[src/rtl/poly_byte_encoder_pkg.sv]
// Shared constants, FSM state type and elaboration helpers for the
// polynomial ByteEncode_D serialiser.
package poly_byte_encoder_pkg;

  localparam int KYBER_Q = 3329;
  localparam int KYBER_N = 256;

  // 20-bit accumulator: fetch needs fewer than 8 bits held, so at most 7 + 12 bits are ever live
  localparam int ACC_W  = 20;
  localparam int CNT_W  = 5;
  localparam int COEF_W = 12;

  typedef enum logic [1:0] {
    ST_IDLE = 2'd0,
    ST_RUN  = 2'd1,
    ST_DONE = 2'd2
  } enc_state_e;

  function automatic int enc_bytes(input int d);
    return (KYBER_N / 8) * d;
  endfunction

  function automatic bit d_is_legal(input int d);
    return d inside {1, 4, 5, 10, 11, 12};
  endfunction

endpackage

[src/rtl/poly_byte_encoder_packer.sv]
// LSB-first bit accumulator: absorbs one D-bit coefficient or releases one
// byte per cycle, never both.
module poly_byte_encoder_packer
  import poly_byte_encoder_pkg::*;
#(
  parameter int D = 12
) (
  input  logic             clk,
  input  logic             rst_n,
  input  logic             clear_i,
  input  logic             load_i,
  input  logic [11:0]      coef_i,
  input  logic             pop_i,
  output logic [CNT_W-1:0] acc_cnt_o,
  output logic [7:0]       byte_o
);

  localparam logic [COEF_W-1:0] COEF_MASK = COEF_W'((1 << D) - 1);

  logic [ACC_W-1:0] acc_q, acc_d;
  logic [CNT_W-1:0] cnt_q, cnt_d;
  logic [ACC_W-1:0] coef_ext;

  // Upper rd_data bits beyond D are don't-care and are masked off here
  assign coef_ext = {{(ACC_W - COEF_W){1'b0}}, coef_i & COEF_MASK};

  always_comb begin
    acc_d = acc_q;
    cnt_d = cnt_q;
    if (clear_i) begin
      acc_d = '0;
      cnt_d = '0;
    end else if (load_i) begin
      acc_d = acc_q | (coef_ext << cnt_q);
      cnt_d = cnt_q + CNT_W'(D);
    end else if (pop_i) begin
      acc_d = acc_q >> 8;
      cnt_d = cnt_q - CNT_W'(8);
    end
  end

  always_ff @(posedge clk or negedge rst_n) begin
    if (!rst_n) begin
      acc_q <= '0;
      cnt_q <= '0;
    end else begin
      acc_q <= acc_d;
      cnt_q <= cnt_d;
    end
  end

  assign acc_cnt_o = cnt_q;
  assign byte_o    = acc_q[7:0];

endmodule

[src/rtl/poly_byte_encoder.sv]
// ByteEncode_D: reads 256 coefficients from a sync-read poly RAM port and
// streams the 32*D packed bytes out on a valid/ready interface.
module poly_byte_encoder
  import poly_byte_encoder_pkg::*;
#(
  parameter int D = 12
) (
  input  logic        clk,
  input  logic        rst_n,
  input  logic        start,
  output logic        done,
  output logic        busy,
  output logic        rd_en,
  output logic [7:0]  rd_addr,
  input  logic [11:0] rd_data,
  output logic        byte_valid,
  output logic [7:0]  byte_data,
  input  logic        byte_ready,
  output logic [1:0]  dbg_state_o
);

  // Byte handshake: a byte moves when byte_valid & byte_ready on a rising
  // edge; once byte_valid is high, it and byte_data stay unchanged until that
  // transfer happens (no retraction).

  localparam int             NBYTES    = enc_bytes(D);
  localparam logic [8:0]     LAST_BYTE = 9'(NBYTES - 1);

  if (!d_is_legal(D)) begin : g_bad_d
    $error("poly_byte_encoder: D=%0d is not one of 1,4,5,10,11,12", D);
  end

  enc_state_e       state_q;
  logic [8:0]       coef_idx_q;
  logic             rd_pend_q;
  logic [7:0]       rd_addr_q;
  logic [8:0]       byte_cnt_q;

  logic [CNT_W-1:0] acc_cnt;
  logic [7:0]       acc_byte;
  logic             run;
  logic             fetch;
  logic             xfer;
  logic             last_xfer;
  logic             start_acc;

  assign run        = (state_q == ST_RUN);
  assign start_acc  = (state_q == ST_IDLE) && start;
  assign fetch      = run && !rd_pend_q && (acc_cnt < CNT_W'(8)) && !coef_idx_q[8];
  assign byte_valid = run && (acc_cnt >= CNT_W'(8));
  assign xfer       = byte_valid && byte_ready;
  assign last_xfer  = xfer && (byte_cnt_q == LAST_BYTE);

  always_ff @(posedge clk or negedge rst_n) begin
    if (!rst_n) begin
      state_q    <= ST_IDLE;
      coef_idx_q <= '0;
      rd_pend_q  <= 1'b0;
      rd_addr_q  <= '0;
      byte_cnt_q <= '0;
    end else begin
      case (state_q)
        ST_IDLE: begin
          if (start) begin
            state_q    <= ST_RUN;
            coef_idx_q <= '0;
            rd_pend_q  <= 1'b0;
            byte_cnt_q <= '0;
          end
        end
        ST_RUN: begin
          rd_pend_q <= fetch;
          if (fetch) begin
            coef_idx_q <= coef_idx_q + 9'd1;
            rd_addr_q  <= coef_idx_q[7:0];
          end
          if (xfer) begin
            byte_cnt_q <= byte_cnt_q + 9'd1;
          end
          // 256*D is a whole number of bytes, so the accumulator is empty here
          if (last_xfer) begin
            state_q <= ST_DONE;
          end
        end
        ST_DONE: state_q <= ST_IDLE;
        default: state_q <= ST_IDLE;
      endcase
    end
  end

  poly_byte_encoder_packer #(.D(D)) u_packer (
    .clk      (clk),
    .rst_n    (rst_n),
    .clear_i  (start_acc),
    .load_i   (rd_pend_q),
    .coef_i   (rd_data),
    .pop_i    (xfer),
    .acc_cnt_o(acc_cnt),
    .byte_o   (acc_byte)
  );

  assign rd_en       = fetch;
  assign rd_addr     = fetch ? coef_idx_q[7:0] : rd_addr_q;
  assign byte_data   = acc_byte;
  assign done        = (state_q == ST_DONE);
  assign busy        = (state_q != ST_IDLE);
  assign dbg_state_o = state_q;

endmodule

[config.mk]
export PLATFORM = sky130hd
export DESIGN_NAME = poly_byte_encoder
export DESIGN_NICKNAME = d
export VERILOG_FILES = /design/src/rtl/poly_byte_encoder_pkg.sv /design/src/rtl/poly_byte_encoder_packer.sv /design/src/rtl/poly_byte_encoder.sv
export SDC_FILE = /design/constraint.sdc
export NUM_CORES = 1
export LEC_CHECK = 0
export CAP_MARGIN = 0
export CORE_ASPECT_RATIO = 0.8
export CORE_UTILIZATION = 51
export DETAILED_ROUTE_END_ITERATION = 16
export GPL_TIMING_DRIVEN = 1
export PLACE_DENSITY = 0.84
export SETUP_SLACK_MARGIN = 0.15
export SLEW_MARGIN = 15
export SYNTH_ARGS = -nofsm -noshare
export SYNTH_HDL_FRONTEND = slang
export SYNTH_SLANG_ARGS = --single-unit
[constraint.sdc]
create_clock -name clk -period 4.2 [get_ports clk]
set_clock_uncertainty 0.05 [all_clocks]
set_input_delay 1.05 -clock clk [delete_from_list [all_inputs] [get_ports clk]]
set_output_delay 1.05 -clock clk [all_outputs]
set_load 0.05 [all_outputs]
# Word-level counts from Yosys, hierarchy flattened
# Index checks and enable logic that the tools add are counted.
[totals]
ff_bits = 54
latch_bits = 0
ramBits = 0
romBits = 0
input_bits = 16
n_memories = 0
[op_classes]
add_sub_neg = 4
multipliers = 0
div_mod_pow = 0
order_cmp = 2
eq_ne = 7
n_shift = 1
muxes = 17
bitwise = 1
reduce_logical = 17
[ops]
columns = ["op", "count"]
rows = [
  ["2-to-1 mux 20 bit", 3],
  ["case mux 9 bit (2 select lines)", 2],
  ["2-to-1 mux 9 bit", 3],
  ["bitwise OR 20 bit", 1],
  ["<< shifter 12 x 5 -> 20 bit", 1],
  ["adder 9 x 1 -> 9 bit, second input constant", 2],
  ["2-to-1 mux 5 bit", 3],
  ["== test 9 bit, second input constant", 1],
  ["2-to-1 mux 8 bit", 1],
  ["logical AND 1 bit", 7],
  ["AND reduction 3 bit", 2],
  ["adder 5 x 4 -> 5 bit, second input constant", 1],
  ["greater-or-equal comparator 5 x 4 -> 1 bit, second input constant", 1],
  ["< comparator 5 x 4 -> 1 bit, second input constant", 1],
  ["subtractor 5 x 4 -> 5 bit, second input constant", 1],
  ["2-to-1 mux 2 bit", 2],
  ["!= test 2 x 1 -> 1 bit, second input constant", 2],
  ["!= test 2 bit, second input constant", 2],
  ["case mux 2 bit (2 select lines)", 1],
  ["AND reduction 2 bit", 2],
  ["nonzero test 2 bit", 2],
  ["nonzero test 3 bit", 1],
  ["== test 2 x 1 -> 1 bit, second input constant", 1],
  ["== test 2 bit, second input constant", 1],
  ["4 further kinds", 5],
]

# Depth between registers and ports, before layout
[depth]
word_depth = 6
ltp_mapped = 9

# Modules after synthesis
# A second synthesis with hierarchy kept.
[hier_totals]
cells_unflattened = 276
area_unflattened_um2 = 3051.7
[modules_own_cells]
columns = ["module", "n_inst", "cells_each", "area_each_um2", "seq_area_each_um2"]
rows = [
  ["poly_byte_encoder_packer", 1, 138, 1566.5, 575.6],
  ["poly_byte_encoder", 1, 138, 1485.2, 725.7],
]

# Worst setup path before layout
# No wires, ideal clock.
[synth_path]
path_type = "reg2out"
from = "reg state_q[0] (netlist: dbg_state_o[0])"
to = "out byte_valid"
t_arrival_ns = 2.275
required_time_ns = 3.100
slack_ns = 0.825
path_stages_with_launch = 5
n_path_buf = 2
cell_sequence = "dfrtp_1 buf_6 nor2b_4 buf_6 a21boi_0"
[synth_via]
elab_chain_len = 2
[synth_lines]
columns = ["item", "line", "text"]
rows = [
  ["start, declared", "poly_byte_encoder.sv:33", "enc_state_e state_q;"],
  ["start signal, assigned", "poly_byte_encoder.sv:56", "state_q <= ST_IDLE;"],
  ["start signal, assigned", "poly_byte_encoder.sv:65", "state_q <= ST_RUN;"],
  ["start signal, assigned", "poly_byte_encoder.sv:82", "state_q <= ST_DONE;"],
  ["== test 2 x 1 -> 1 bit", "poly_byte_encoder.sv:47", "assign run = (state_q == ST_RUN);"],
  ["logical AND 1 bit", "poly_byte_encoder.sv:50", "assign byte_valid = run && (acc_cnt >= CNT_W'(8));"],
  ["end, declared", "poly_byte_encoder.sv:16", "output logic byte_valid,"],
]
# No other way between the ends.

# Worst setup path after layout
[layout_path]
from = "reg u_packer.cnt_q[3] (netlist: u_packer.acc_cnt_o[3])"
to = "out rd_addr[7]"
[layout_via]
elab_chain_len = 4
[layout_lines]
columns = ["item", "line", "text"]
rows = [
  ["start, declared", "poly_byte_encoder_packer.sv:21", "logic [CNT_W-1:0] cnt_q, cnt_d;"],
  ["start signal, assigned", "poly_byte_encoder_packer.sv:48", "cnt_q <= cnt_d;"],
  ["< comparator 5 x 4 -> 1 bit", "poly_byte_encoder.sv:49", "assign fetch = run && !rd_pend_q && (acc_cnt < CNT_W'(8)) && !coef_idx_q[8];"],
  ["logical AND 1 bit (2 in series)", "poly_byte_encoder.sv:49", ""],
  ["2-to-1 mux 8 bit", "-", ""],
  ["end, declared", "poly_byte_encoder.sv:14", "output logic [7:0] rd_addr,"],
]
# No other way between the ends.

==> qor.csv <==
metric,value,unit
final hold vios,0,
switching component of the power,1220,µW
"CTS clk-pin slew, worst paths",0.09,ns
Pwr Total,2600,µW
Worst R2R Setup Slack,1.45,ns
first-pass GRT wire length,10500,µm
gr usage total,22.8,%
chip width,86.6,µm
part of the power in registers,36.2,%
"EDFF count, synth",0,
hold path depth,1,
Final Slew Violations,0,
status,finished clean,
critical path data required time,3.10,ns
Netlist Area Pre-Place,2920,µm²
"Max FO, Critical Path",16,
post-CTS setup buffer count,0,
Hold Slack,0.427,ns
HP Class,flip-flop to flip-flop,
final estimated routing congestion in global placement,0.849,
R2R Path End,u_packer.acc_q[17],
DRC,0,
Slew headroom,45.2,%
critical path capture point type,primary output,
root buf cell,clkbuf_8,
switching share of power,47.0,%
Pre-Repair DR Iteration Count,5,
Tightest Pin Transition,0.822,ns
GRT busiest layer,met2,
area growth from synthesis to layout,13.9,%
CP Capture Point,rd_addr[7],
"top cells by area, synth","dfrtp_1 (45%), mux2_2 (6.2%), a21oi_1 (4.8%)",
Avg Inst Size Synth,9.73,µm²
register area share after synthesis,44.6,%
Clock Latency Late Sink,0.31,ns
Cell Rows,24,
RSZ-0062 raised after global routing,true,
Pleak,0.00141,µW
WL/cell,15.8,µm
via count,2304,
Routed Antenna Nets,0,
Placed Area,3230,µm²
sequential cell area,1300,µm²
number of fill cells in the layout,475,
vias per inst,5.75,
vias in the first global route,2151,
Initial Util,53.1,%
Final nets,343,
Syn Nets,321,
RR Startpoint,u_packer.acc_cnt_o[2],
"Min Clock Period, post-route",3.88,ns
initial DRC count,149,
met3 Usage GRT,4.40,%
layout cells sized above 1,13.6,%
Int Power,1380,µW
clock buffer depth,2,
fin area,3330,µm²
largest net degree at the start of global routing,33,
Peak Freq,258,MHz
multi-input logic area,1420,µm²
drt total wl,6350,µm
initial antenna violation count,0,
CTS tree,yes,
GRT met1 Usage,32.5,%
"Async S/R FF share, synth",100,%
grt total ovfl,0,
clk sinks,52,
largest area contributor in the netlist,dfrtp_1,
Post-Synthesis Cells,300,
CP Class,flip-flop to primary output,
Clk pwr share,11.6,%
Worst Reg-to-Reg Cells,6,
diodes inserted,0,
core area,5500,µm²
Setup TNS Final,0,ns
H-tree depth,2,
Logic pwr share,52.2,%
IO Pins,38,
register bit total from synthesis,52,
Die ar.,6030,µm²
post-DP HPWL,4380,µm
Synth top area share,44.6,%
fin crit share,92.4,%
maximum VDD drop,0.000581,V
Critical Path Source Type,flip-flop,
Chip Height,69.7,µm
worst path arrival time,2.78,ns
PortBufs,37,
post-synth cell types,48,
grt met2 use,34.3,%
max_cap viols,0,
Synth Flop Type,dfrtp_1,
CP startpoint,u_packer.acc_cnt_o[3],
Synth warnings,0,
CTS Buf Count,5,
final setup fails,0,
Power Dens Cells,781,nW/µm²
[final cells by class]
class | count | area share [%]
Clock inverter | 2 | 0.301
Multi-Input combinational cell | 213 | 42.8
Clock buffer | 6 | 2.48
Tap cell | 78 | 2.93
Timing Repair Buffer | 39 | 11.0
Inverter | 11 | 1.35
Sequential cell | 52 | 39.1
[sequential cells by signal, indices dropped and copies added (netlist names)]
signal / count
byte_cnt_q: 9
coef_idx_q: 9
dbg_state_o: 2
rd_addr_q: 8
rd_pend_q: 1
u_packer.acc_cnt_o: 3
u_packer.acc_q: 20
[repair_timing]
action | 4_1_cts | 5_1_grt
hold endpoints to repair | 0 | 0
hold buffers | 0 | 0
gates resized for setup | 0 | 2
setup endpoints to repair | 0 | 8
[worst min-delay path by stage]
stage,slack [ns],startpoint,end
after CTS,0.43,byte_cnt_q[6],byte_cnt_q[6]
after global routing,0.44,byte_cnt_q[6],byte_cnt_q[6]
after floorplan,0.39,byte_cnt_q[6],byte_cnt_q[6]
final,0.43,byte_cnt_q[6],byte_cnt_q[6]
after global placement,0.41,byte_cnt_q[6],byte_cnt_q[6]
after detailed placement,0.41,byte_cnt_q[6],byte_cnt_q[6]
[per-stage QoR]
step / setup slack [ns] / util (%) / std cells
after floorplan: 0.825 / - / 300
after global placement: 0.612 / 58.7 / 393
after detailed placement: 0.530 / 58.7 / 393
after CTS: 0.167 / 60.4 / 401
after global routing: 0.148 / 60.5 / 401
final: 0.318 / 60.5 / 401
[synth_stat cells, types with 2 or more instances]
cell        n
a2111oi_0   4
a211oi_1    7
a21oi_1    28
and4_1      3
buf_2       8
buf_4       8
buf_6       3
clkbuf_1    5
dfrtp_1    52
ha_1        5
inv_1      10
mux2_2     16
mux2i_1    10
nand2_1    28
nand2b_1    4
nand3_1     6
nand3b_1    5
nand4_1     3
nand4b_1    2
nor2_1     23
nor2b_1     2
nor3_1     10
nor4bb_1    2
o211a_1     2
o211ai_1    3
o21ai_0    18
o31a_1      3
o31ai_1     4
or2_2       2
or4_1       2
xnor2_1     4
xor2_1      2
[routing by layer]
layer | vias up | share of wire (%)
met3 | 8 | 6.7
met1 | 1110 | 47
met5 | - | 0
li1 | 1117 | -
met4 | 0 | 1.5
met2 | 69 | 45
[worst max-delay path, cell delays in order, from the launching register on]
cell and delay, ns:
dfrtp_1 0.55, inv_1 0.22, ha_1 0.34, nand3_2 0.27
mux2_2 0.30, clkdlybuf4s50_1 0.79
[cells in the final DEF, fill, tap and decap left out, types with 2 or more instances in the layout]
master           synthesis  final
and4_1                   3      3
nand3b_1                 5      5
o211ai_1                 3      3
buf_4                    8      9
o31a_1                   3      3
a211oi_1                 7      7
nand3_1                  6      6
clkinv_2                 0      2
or4_1                    2      2
inv_1                   10     10
clkdlybuf4s50_1          0     28
nand2b_1                 4      4
dfrtp_1                 52     52
o31ai_1                  4      4
mux2_2                  16     16
mux2i_1                 10     10
clkbuf_8                 0      6
ha_1                     5      5
o21ai_0                 18     18
nor2_1                  23     23
xnor2_1                  4      4
nor4bb_1                 2      2
nand4b_1                 2      2
nor3_1                  10     10
nand4_1                  3      3
nand2_1                 28     28
a2111oi_0                4      4
a21oi_1                 28     28
nor2b_1                  2      2
xor2_1                   2      2
or2_2                    2      2
o211a_1                  2      2
[logic make-up after synthesis]
| kind of cell | synth area share (%) |
|---|---|
| xor+xnor | 1.80 |
| simple gates | 18.0 |
| compound gates | 17.2 |
| mux | 9.60 |
| fa+ha+maj | 2.14 |
| flops | 44.6 |
| buf+inv | 6.64 |
[power groups by stage]
stage / sequential [µW] / clock, µW / combinational (µW)
after CTS: 936 / 304 / 1360
after floorplan: 836 / 0 / 1170
after detailed placement: 946 / 0 / 1350
after global routing: 977 / 322 / 1470
after global placement: 929 / 0 / 1320
final: 941 / 301 / 1360
No activity file was read; power rests on OpenSTA's default activity.
